[src/rtl/regfile_pkg.sv]
// Shared constants and types for the 64-bit register file.
package regfile_pkg;
  localparam int DATA_W  = 64;
  localparam int NREGS   = 32;
  localparam int ADDR_W  = 5;
  localparam int XZR_IDX = 31;

  typedef logic [DATA_W-1:0] reg_t;
endpackage

[src/rtl/regfile.sv]
// Two-read, one-write register file X0..X30 with a hardwired-zero X31 (XZR).
// Reset, and power-up without any reset pulse, both give Xi = i.
module regfile
  import regfile_pkg::*;
#(
  parameter int DATA_W = regfile_pkg::DATA_W,
  parameter int NREGS  = regfile_pkg::NREGS
) (
  input  logic              clk,
  input  logic              reset,
  input  logic              we3,
  input  logic [ADDR_W-1:0] ra1,
  input  logic [ADDR_W-1:0] ra2,
  input  logic [ADDR_W-1:0] wa3,
  input  logic [DATA_W-1:0] wd3,
  output logic [DATA_W-1:0] rd1,
  output logic [DATA_W-1:0] rd2
);

  localparam logic [ADDR_W-1:0] XZR = ADDR_W'(XZR_IDX);

  // Each entry holds Xi XOR i, not Xi itself. Two-state storage starts at
  // zero, so the power-up contents read back as Xi = i without a reset.
  bit [DATA_W-1:0] delta [0:NREGS-2];

  always_ff @(posedge clk) begin
    if (reset) begin
      for (int i = 0; i < NREGS - 1; i++) begin
        delta[i] <= '0;
      end
    end else if (we3 && (wa3 != XZR)) begin
      delta[wa3] <= wd3 ^ DATA_W'(wa3);
    end
  end

  always_comb begin
    rd1 = '0;
    if (ra1 != XZR) begin
      rd1 = delta[ra1] ^ DATA_W'(ra1);
    end
  end

  always_comb begin
    rd2 = '0;
    if (ra2 != XZR) begin
      rd2 = delta[ra2] ^ DATA_W'(ra2);
    end
  end

endmodule

[config.mk]
export PLATFORM = sky130hd
export DESIGN_NAME = regfile
export DESIGN_NICKNAME = d
export VERILOG_FILES = /design/src/rtl/regfile_pkg.sv /design/src/rtl/regfile.sv
export SDC_FILE = /design/constraint.sdc
export NUM_CORES = 2
export LEC_CHECK = 0
export ABC_CLOCK_PERIOD_IN_PS = 11370
export CORE_UTILIZATION = 39
export DETAILED_ROUTE_END_ITERATION = 16
export DONT_BUFFER_PORTS = 1
export HOLD_SLACK_MARGIN = 0.12
export SYNTH_ARGS = -nofsm -noshare
export SYNTH_HDL_FRONTEND = slang
export SYNTH_SLANG_ARGS = --single-unit
[constraint.sdc]
create_clock -name clk -period 11.37 [get_ports clk]
set_input_delay 1.7055 -clock clk [delete_from_list [all_inputs] [get_ports clk]]
set_output_delay 1.7055 -clock clk [all_outputs]
set_load 0.1 [all_outputs]
== Yosys cells after proc, flatten, opt, wreduce, memory -nomap -nowiden ==
Memories as Yosys holds them, arrays and structs flattened.
Index checks and enable logic that the tools add are counted.

* Mux-type cells: 10
* Equality and inequality tests: 3
* Reductions and logical operators: 2
* Bitwise operators: 3

{| class="wikitable"
|+ Operator list
! operator !! count
|-
| 64-bit 2-to-1 mux || 3
|-
| 64-bit by 5-bit XOR with 64-bit output || 3
|-
| 64-bit OR reduction || 1
|-
| 5-bit != test (second input constant) || 3
|-
| 1-bit 2-to-1 mux || 6
|-
| 5-bit 2-to-1 mux || 1
|-
| 1-bit logical AND || 1
|}

* Output and inout port bits: 128
* Memory bits (writable): 1984
* Memories kept: 1
* Register bits: 0

{| class="wikitable"
|+ Memory list
! memory !! depth !! bits a word !! rd ports !! clocked after Yosys merged registers in !! wr ports !! line !! text
|-
| delta || 31 || 64 || 2 || 0 || 31 || regfile.sv:24 || <nowiki>bit [DATA_W-1:0] delta [0:NREGS-2];</nowiki>
|}

== Longest topological paths before layout ==
* Word-level depth: 7
* Depth in mapped cells: 9
* Depth with buffers taken out: 5

== Least setup slack after synthesis ==
Ideal clock, no wire load.

* Path type: input to output
* Start point: input ra2[1]
* End point: output rd2[29]
* Slack: 4.611 ns
* Buffers on the path: 3
* Stages on the path: 7
* Arrival: 5.054 ns
* Path through: buf_2 clkbuf_1 clkbuf_1 mux4_2 mux4_2 inv_1 o21ai_0

* Cells in the longest elaborated chain, start to end: 3

{| class="wikitable"
|+ Ends and longest elaborated chain
! what !! line !! text
|-
| from (decl) || regfile.sv:13 || <nowiki>input logic [ADDR_W-1:0] ra2,</nowiki>
|-
| memory 31 x 64 bit || -- ||
|-
| 64-bit by 5-bit XOR with 64-bit output || regfile.sv:46 || <nowiki>rd2 = delta[ra2] ^ DATA_W'(ra2);</nowiki>
|-
| 64-bit 2-to-1 mux (*) || regfile.sv:45 || <nowiki>if (ra2 != XZR) begin</nowiki>
|-
| to (decl) || regfile.sv:17 || <nowiki>output logic [DATA_W-1:0] rd2</nowiki>
|}

Mark *: on every way between the ends. The rest lies on a longest branch, timed or not.

== Final worst setup path ==
* Start point: input ra1[0]
* End point: output rd1[27]

* Cells in the longest elaborated chain, start to end: 3

{| class="wikitable"
|+ Ends and longest elaborated chain
! what !! line !! text
|-
| from (decl) || regfile.sv:12 || <nowiki>input logic [ADDR_W-1:0] ra1,</nowiki>
|-
| memory 31 x 64 bit || -- ||
|-
| 64-bit by 5-bit XOR with 64-bit output || regfile.sv:39 || <nowiki>rd1 = delta[ra1] ^ DATA_W'(ra1);</nowiki>
|-
| 64-bit 2-to-1 mux (*) || regfile.sv:38 || <nowiki>if (ra1 != XZR) begin</nowiki>
|-
| to (decl) || regfile.sv:16 || <nowiki>output logic [DATA_W-1:0] rd1,</nowiki>
|}

Marked as above.

==> impl_metrics.json <==
{
  "dp_hpwl_mm": 170,
  "final_util_pct": 42.7,
  "crit_family": "compound AO/OA/AOI/OAI gates",
  "cp_num_buf_inv": 2,
  "syn-mean-instance-area_um2": 16.3,
  "route.detailed.drc": 0,
  "worstPathArrival_ns": 5.79,
  "layout_commonest_cell": "edfxtp_1",
  "post-route-min-period_ns": 7.50,
  "grt_max_degree": 527,
  "num_rows": 193,
  "ys_types": 44,
  "portBuffers": 0,
  "setup_viol": 0,
  "wl_per_cell_um": 35.2,
  "nets": 6209,
  "yosys_warnings": 0,
  "final_layout_size_suffix_gt1_share_pct": 28.8,
  "hold_path.startpoint": "wd3[6]",
  "drt-total-wl_mm": 352,
  "pin_count": 210,
  "grt_pass1_vias": 67300,
  "dieWidth_um": 529,
  "viasPerCell": 6.63,
  "hold_class": "input pin to flip-flop",
  "synth_area_um2": 108000,
  "ys_ff_latch": 2048,
  "grt_pass1_wl_mm": 501,
  "holdBufCountCts": 0,
  "cts_sinks": 2048,
  "final_antenna_net_count": 0,
  "dieArea_um2": 280000,
  "hold_violations": 0,
  "initial_utilization_pct": 39.2,
  "ctsHtreeMaxLevel": 4,
  "syn_inst": 6652,
  "final-max-slew-violation-count": 208,
  "grt_antenna_before_repair": 10,
  "clk_pin_slew_ns": 0.07,
  "largestRegisters": "delta: 2048 flops",
  "path_common_cell": "buf_4",
  "cts_root_buffer": "clkbuf_16",
  "cpMaxStageDelayCell": "a31oi_4",
  "syn_to_final_growth_pct": 8.94,
  "gp_congestion": 0.782,
  "path_cells": "a31oi_4 > buf_4 > buf_4 > a22o_1",
  "gr-total-overflow": 0,
  "tightest_slew_ns": 1.73,
  "fin_hold_ws_ns": 0.931,
  "postCtsSetupRepairBufs": 0,
  "fin_crit_sh_pct": 65.9,
  "status": "finished, violations left",
  "cp_max_fo": 526,
  "dr.pass1.iters": 6,
  "final.setup.tns_ns": 0,
  "regMostFlops": "delta",
  "rsz0062_at_grt": "false",
  "final_cell_mix": "edfxtp_1, and3_1, mux4_2, clkbuf_16, nor2_1",
  "slew_headroom_pct": -15.4,
  "violations": "max-slew violations",
  "fmax_ghz": 0.133,
  "endpoint_kind": "primary output",
  "vias": 66400,
  "ir_worst_vdd_mv": 0.154,
  "cts_buffers": 212,
  "cp.required_ns": 9.66,
  "cts_buffer_depth": 3,
  "p_leak_nw": 44.8,
  "finalPower_mw": 18.5,
  "post_cts_resized": 0,
  "hold_end": "delta[31][6]",
  "coreArea_um2": 276000,
  "cp-start-kind": "input pin",
  "dieHeight_um": 529,
  "drtIter0Drc": 8712,
  "holdPathStages": 0,
  "max_stage_delay_ns": 1.19,
  "track_usage_pct": 25.0,
  "cts_tree": "yes",
  "ys_seq_area_share_pct": 56.7,
  "powerDensity_nw_per_um2": 157,
  "cap_violations": 0,
  "largest_reg_flops": 2048,
  "critPathKind": "input pin to primary output"
}
==> worst max-delay path by stage <==
| stage | from | endpoint | slack (ns) | depth (start not counted) |
|---|---|---|---|---|
| 5_1_grt | ra1[0] | rd1[27] | 4.13 | 4 |
| 6_report | ra1[0] | rd1[27] | 3.87 | 4 |
| 2_1_floorplan | ra2[1] | rd2[29] | 4.61 | 7 |
| 3_3_place_gp | ra1[0] | rd1[27] | 4.32 | 4 |
| 4_1_cts | ra1[0] | rd1[27] | 4.36 | 4 |
| 3_5_place_dp | ra1[0] | rd1[27] | 4.30 | 4 |
==> power breakdown <==
part / switching [mW] / internal, mW / total, mW
logic: 1.49 / 0.963 / 2.45
registers: 0.188 / 8.73 / 8.91
clock network: 3.08 / 4.03 / 7.12
total: 4.76 / 13.7 / 18.5
==> kinds of logic after synthesis <==
family,synth area share (%)
compound gates,0.950
xor+xnor,0.0404
buf+inv,3.76
flops,56.7
mux,26.6
other cells,0.00346
simple gates,12.0
==> metrics by stage <==
step | cells | cell area (um2) | worst slack (ns)
3_3_place_gp | 9618 | 111000 | 4.32
5_1_grt | 10000 | 118000 | 4.13
2_1_floorplan | 6715 | 109000 | 4.61
6_report | 10000 | 118000 | 3.87
3_5_place_dp | 9618 | 111000 | 4.30
4_1_cts | 10000 | 118000 | 4.36
==> synthesized netlist by cell type, drive strengths merged <==
library cell | n | area (um2)
or4 | 3 | 22.5
and3b | 2 | 17.5
nor3 | 4 | 20.0
o221ai | 5 | 43.8
mux2 | 5 | 56.3
o211ai | 3 | 22.5
nand4 | 3 | 18.8
xor2 | 1 | 8.76
o21a | 2 | 15.0
nor2b | 2 | 12.5
a31oi | 2 | 12.5
clkinv | 1 | 3.75
o21ai | 62 | 310
nor3b | 3 | 22.5
nand2b | 34 | 213
mux4 | 1264 | 28500
nand2 | 43 | 161
nor4 | 1 | 12.5
a211o | 1 | 8.76
and3 | 1861 | 11600
nand3 | 60 | 300
a221oi | 1 | 8.76
o311ai | 1 | 8.76
o22ai | 5 | 31.3
a311oi | 1 | 8.76
mux2i | 25 | 250
inv | 71 | 267
conb | 1 | 3.75
a2111oi | 1 | 8.76
buf | 153 | 868
clkbuf | 781 | 2930
or4b | 1 | 10.0
edfxtp | 2048 | 61500
nor2 | 130 | 488
xnor2 | 4 | 35.0
a22o | 60 | 526
and2 | 1 | 6.26
or2 | 1 | 6.26
a21oi | 5 | 25.0
==> final cells by class <==
class | count | area, um2
fill | 24100 | 158000
sequential | 2048 | 61500
clock buffer | 249 | 5510
multi-input combinational | 3661 | 43600
timing repair buffer | 132 | 1080
inverter | 72 | 280
clock inverter | 146 | 1400
tap | 3705 | 4640
antenna | 3 | 7.51
==> metal layers <==
layer  wire (um)  up-vias  GRT usage [%]
li1            -    26200              -
met1      138000    35700           34.3
met2      168000     3917           40.5
met3       37600      546           5.42
met4        8520        0           6.01
met5           0        -              0
(Power assumes the default switching activity.)
